$ cat config.mk
export PLATFORM = sky130hd
export DESIGN_NAME = sipo_rx
export DESIGN_NICKNAME = d
export VERILOG_FILES = /design/src/rtl/sipo_pkg.sv /design/src/rtl/sipo_fifo.sv /design/src/rtl/sipo_rx.sv
export SDC_FILE = /design/constraint.sdc
export NUM_CORES = 1
export LEC_CHECK = 0
export ABC_AREA = 1
export CAP_MARGIN = 20
export CORE_MARGIN = 1.5
export CORE_UTILIZATION = 43
export CTS_CLUSTER_DIAMETER = 100
export DETAILED_ROUTE_END_ITERATION = 7
export SLEW_MARGIN = 10
export SYNTH_ARGS = -nofsm -noshare
export SYNTH_HDL_FRONTEND = slang
export SYNTH_SLANG_ARGS = --single-unit
$ cat constraint.sdc
create_clock -name sr_clk_i -period 4.19 [get_ports sr_clk_i]
set_input_delay 0.838 -clock sr_clk_i [delete_from_list [all_inputs] [get_ports sr_clk_i]]
set_output_delay 0.838 -clock sr_clk_i [all_outputs]
set_load 0.05 [all_outputs]
$ cat src/rtl/sipo_pkg.sv
// Shared types and default parameters for the sipo_rx receiver.
package sipo_pkg;

  typedef enum logic [1:0] {
    IDLE  = 2'd0,
    SHIFT = 2'd1,
    STOP  = 2'd2
  } sipo_state_t;

  localparam int SIPO_DATA_W_DEF     = 8;
  localparam int SIPO_FIFO_DEPTH_DEF = 4;

endpackage

$ cat src/rtl/sipo_fifo.sv
// Small synchronous FIFO holding received words; the head entry drives rdata directly.
module sipo_fifo
  import sipo_pkg::*;
#(
  parameter int DATA_W = SIPO_DATA_W_DEF,
  parameter int DEPTH  = SIPO_FIFO_DEPTH_DEF
) (
  input  logic              clk,
  input  logic              rst_n,
  input  logic              push,
  input  logic              pop,
  input  logic [DATA_W-1:0] wdata,
  output logic [DATA_W-1:0] rdata,
  output logic              full,
  output logic              empty
);

  localparam int PTR_W = $clog2(DEPTH);

  logic [DATA_W-1:0] mem [DEPTH];
  logic [PTR_W-1:0]  wr_ptr;
  logic [PTR_W-1:0]  rd_ptr;
  logic [PTR_W:0]    count;
  logic              wr_en;
  logic              rd_en;

  // A push while full only lands if the head is leaving on the same edge.
  assign rd_en = pop & ~empty;
  assign wr_en = push & (~full | rd_en);

  assign full  = (count == (PTR_W + 1)'(DEPTH));
  assign empty = (count == '0);
  assign rdata = mem[rd_ptr];

  // NOTE: the storage is reset here so the head reads zero out of reset; it is
  // only DEPTH words, so the reset cost is trivial.
  always_ff @(posedge clk or negedge rst_n) begin
    if (!rst_n) begin
      for (int i = 0; i < DEPTH; i++) mem[i] <= '0;
      wr_ptr <= '0;
      rd_ptr <= '0;
      count  <= '0;
    end else begin
      if (wr_en) begin
        mem[wr_ptr] <= wdata;
        wr_ptr      <= wr_ptr + PTR_W'(1);
      end
      if (rd_en) rd_ptr <= rd_ptr + PTR_W'(1);
      if (wr_en && !rd_en)      count <= count + (PTR_W + 1)'(1);
      else if (rd_en && !wr_en) count <= count - (PTR_W + 1)'(1);
    end
  end

endmodule

$ cat src/rtl/sipo_rx.sv
// Serial-in parallel-out receiver: start bit, DATA_W bits MSB first, words queued in a FIFO.
// Define SIPO_RX_FRAME_CHECK_EN to add a checked stop bit and the frame_err_o flag.
module sipo_rx
  import sipo_pkg::*;
#(
  parameter int DATA_W     = SIPO_DATA_W_DEF,
  parameter int FIFO_DEPTH = SIPO_FIFO_DEPTH_DEF
) (
  input  logic              sr_clk_i,
  input  logic              rst_i,
  input  logic              data_i,
  input  logic              err_clr_i,
  input  logic              ready_i,
  output logic [DATA_W-1:0] data_o,
  output logic              valid_o,
  output logic              busy_o,
  output logic              overrun_o,
  output logic              frame_err_o
);

  localparam int CNT_W = $clog2(DATA_W);

  sipo_state_t       state;
  logic [CNT_W-1:0]  cnt;
  logic [DATA_W-1:0] shreg;
  logic              last_bit;
  logic              word_done;
  logic [DATA_W-1:0] word;
  logic              full;
  logic              empty;
  logic              pop;
  logic              overrun_set;

  assign last_bit = (cnt == CNT_W'(DATA_W - 1));

  // NOTE: every output of this block gets a default first, so no path leaves
  // it unassigned and no latch is inferred.
  always_comb begin
    word_done = 1'b0;
    word      = {shreg[DATA_W-2:0], data_i};
`ifdef SIPO_RX_FRAME_CHECK_EN
    if (state == STOP && data_i) begin
      word_done = 1'b1;
      word      = shreg;
    end
`else
    if (state == SHIFT && last_bit) word_done = 1'b1;
`endif
  end

  // NOTE: state registers use non-blocking assignments so every flop samples
  // the pre-edge values, independent of statement order.
  always_ff @(posedge sr_clk_i or negedge rst_i) begin
    if (!rst_i) begin
      state <= IDLE;
      cnt   <= '0;
      shreg <= '0;
    end else begin
      case (state)
        IDLE: begin
          if (!data_i) begin
            state <= SHIFT;
            cnt   <= '0;
          end
        end
        SHIFT: begin
          shreg <= {shreg[DATA_W-2:0], data_i};
          cnt   <= cnt + CNT_W'(1);
          if (last_bit) begin
`ifdef SIPO_RX_FRAME_CHECK_EN
            state <= STOP;
`else
            state <= IDLE;
`endif
          end
        end
        default: state <= IDLE;
      endcase
    end
  end

  assign pop         = valid_o & ready_i;
  assign overrun_set = word_done & full & ~pop;
  assign valid_o     = ~empty;
  assign busy_o      = (state != IDLE);

  // A set on the same edge as a clear wins, so no event is ever lost.
  always_ff @(posedge sr_clk_i or negedge rst_i) begin
    if (!rst_i) overrun_o <= 1'b0;
    else        overrun_o <= overrun_set | (overrun_o & ~err_clr_i);
  end

`ifdef SIPO_RX_FRAME_CHECK_EN
  always_ff @(posedge sr_clk_i or negedge rst_i) begin
    if (!rst_i) frame_err_o <= 1'b0;
    else        frame_err_o <= ((state == STOP) & ~data_i) | (frame_err_o & ~err_clr_i);
  end
`else
  assign frame_err_o = 1'b0;
`endif

  sipo_fifo #(
    .DATA_W (DATA_W),
    .DEPTH  (FIFO_DEPTH)
  ) u_fifo (
    .clk   (sr_clk_i),
    .rst_n (rst_i),
    .push  (word_done),
    .pop   (pop),
    .wdata (word),
    .rdata (data_o),
    .full  (full),
    .empty (empty)
  );

endmodule

==> results.md <==
- Final Max Slew Viols: 0
- DRT Wirelength: 5430 um
- Layout cells sized above 1: 6.29%
- CTS Hold Buffers Added: 0
- Placed cells: 352
- # setup viols final: 0
- RSZ-0062 raised after global routing: false
- Max-Cap Viols: 0
- Slowest CP cell: clkdlybuf4s50_1
- Synth Register Bits: 51
- Met1 GRT Util: 26.7%
- Largest net degree at the start of global routing: 40
- Total power: 2330 uW
- Placed Area: 2600 sq um
- Die ar.: 6300 sq um
- Sequential area share after synthesis: 50.8%
- Leak pwr: 0.00132 uW
- Power Dens Cells: 872 nW/um^2
- HP Class: reg -> reg
- Startpoint types: flip-flop
- GR Overflow Total: 0
- Post-route cell area: 2670 sq um
- Mapped Nets: 294
- WL/cell: 15.2 um
- Core footprint: 5570 sq um
- Fin nets: 300
- Post-cts sizing count: 0
- Clk sink count: 51
- CP arrival: 2.39 ns
- Max-slew headroom: 55.3%
- Clk pin slew, worst setup/hold paths: 0.08 ns
- Fmax: 0.310 GHz
- Worst-case clock buffer depth: 2
- Largest area contributor in the netlist: dfrtp_1
- Synth cell types: 28
- Crit path max fanout: 18
- Final ANT Viol Nets: 0
- Avg Inst Size Synth: 8.93 sq um
- WP buf/inv: 2
- Setup TNS: 0 ns
- GRT met2 Usage: 30.7%
- CTS root buf: clkbuf_8
- Max VDD drop: 0.000340 V
- Via count: 1910
- Vias in the first global route: 1813
- Worst path required time: 3.35 ns
- DRT iter0 DRCs: 164
- Crit Path Class: reg -> out
- Die height: 79.4 um
- Total CTS buffers: 5
- Global-route layer with the greatest usage: met2
- CTS tree: built
- PortBufs: 15
- DP HPWL: 3530 um
- DIE WIDTH: 79.4 um
- Filler cells: 556
- Max Clock Skew: 0.00348 ns
- Register Area: 1280 sq um
- Final Non-Filler Cells: 358
- Warnings from Yosys: 0
- Vias per cell: 5.34
- Area of the multi-input gates: 1010 sq um
- Tmin final: 3.23 ns
- Setup Buffers After CTS: 0
- Crit-path max cell delay: 0.82 ns
- Syn Inst Count: 281
- Met3 usage: 3.43%
- Outcome: finished clean
- IO Count: 17
- GRT Overall Usage: 19.2%
- Crit end category: output pin
- Final GP Congestion: 0.746
- Row Count: 27
- DRT Pass-1 Iters: 4
- Worst-Margin Slew: 0.669 ns
- Antenna diode count: 0
- CP top delay family: buffers and inverters
- Initial antenna violation count: 0
- Clk_lat worst skew: 0.30 ns
- First-pass GRT wire length: 9260 um
- CP cell instances: inv_2 > o21ai_0 > o22ai_1 > clkdlybuf4s50_1
- H-tree Lvls: 2
- Starting Density: 45.0%
- DR DRC count: 0
- Tcrit/Tclk final: 77.0%
- P&R area growth vs syn: 6.53%
- Mapped Area: 2510 sq um
- Yosys top cell area share: 50.8%
- Final hold violation count: 0
- Top area cells in the synthesized netlist: dfrtp_1, nand2_1, nand4_1
-- state kept, by name, indices dropped and copies added, names as in the netlist --
signal         count
cnt                3
overrun_o          1
shreg              7
state              1
u_fifo.count       3
u_fifo.mem        32
u_fifo.rd_ptr      2
u_fifo.wr_ptr      2
-- per-layer routing --
layer	share of wire, %	vias up
li1	-	949
met1	49	923
met2	46	33
met3	3.8	5
met4	0.74	0
met5	0	-
-- power breakdown --
group / internal [uW] / leakage [uW] / switching [uW] / total [uW]
Clock: 112 / 0.0000371 / 151 / 262
Combinational: 387 / 0.000639 / 758 / 1140
Sequential: 709 / 0.000645 / 214 / 923
-- final cells by class --
| type | count | area share (%) |
|---|---|---|
| Tap cell | 72 | 3.37 |
| Timing Repair Buffer | 17 | 5.99 |
| Sequential cell | 51 | 47.7 |
| Multi-Input combinational cell | 196 | 38.0 |
| Clock buffer | 6 | 2.71 |
| Inverter | 16 | 2.25 |
-- cells in the final DEF, fill, tap and decap left out, drive strengths merged --
cell / n
nand3: 6
conb: 1
xor2: 2
xnor2: 2
inv: 16
clkbuf: 6
nand4: 32
nor2: 20
dfrtp: 51
a21oi: 1
a22o: 2
buf: 3
clkdlybuf4s50: 14
nand2: 90
fa: 1
o22ai: 9
o21ai: 23
ha: 7
-- path summary, 6_finish.rpt --
| path | slack, ns | startpoint | to | depth (start not counted) |
|---|---|---|---|---|
| hold reg to reg | 0.47 | u_fifo.mem[14] | u_fifo.mem[14] | 2 |
| max in group asynchronous | 2.86 | rst_i | u_fifo.mem[28] | 2 |
| min in group asynchronous | 0.57 | rst_i | u_fifo.count[2] | 1 |
| setup reg to reg | 1.62 | cnt[0] | u_fifo.count[2] | 12 |
| setup / recovery | 0.96 | u_fifo.rd_ptr[0] | data_o[1] | 4 |
| hold / removal | 0.47 | u_fifo.mem[14] | u_fifo.mem[14] | 2 |
-- per-stage QoR --
stage	util (%)	setup slack (ns)	hold WS (ns)
2_1_floorplan	-	1.80	0.437
3_3_place_gp	46.7	1.32	0.449
3_5_place_dp	46.7	1.30	0.454
4_1_cts	48.0	0.966	0.475
5_1_grt	48.0	0.862	0.497
6_report	48.0	0.962	0.474
-- logic make-up after synthesis --
| group | count (synthesis) | share of synthesized area (%) |
|---|---|---|
| XOR/XNOR | 4 | 1.40 |
| flip-flops | 51 | 50.8 |
| other | 1 | 0.149 |
| adder cells (fa/ha/maj) | 8 | 4.29 |
| buffers and inverters | 34 | 8.72 |
| AND/OR/NAND/NOR | 148 | 26.6 |
| AO/OA/AOI/OAI | 35 | 7.98 |
-- synth_stat cells --
cell type and instances:
buf_4 2, nand4_1 32, nor2_2 1, buf_6 4, conb_1 1, nor2_1 19
fa_1 1, o22ai_2 1, inv_1 12, xor2_1 2, nand3_2 1, buf_2 6
clkbuf_2 1, buf_8 4, nand2_2 2, o21ai_0 21, nand3_4 1, dfrtp_1 51
o21ai_1 2, nand3_1 4, xnor2_1 2, o22ai_1 8, a22o_1 2, ha_1 7
inv_2 4, nand2_1 88, clkbuf_1 1, a21oi_1 1
-- worst min-delay path, stage by stage, from the launching register on --
cell     delay (ns)
dfrtp_1        0.35
nand2_1        0.06
nand2_1        0.04
(Power assumes the default switching activity.)
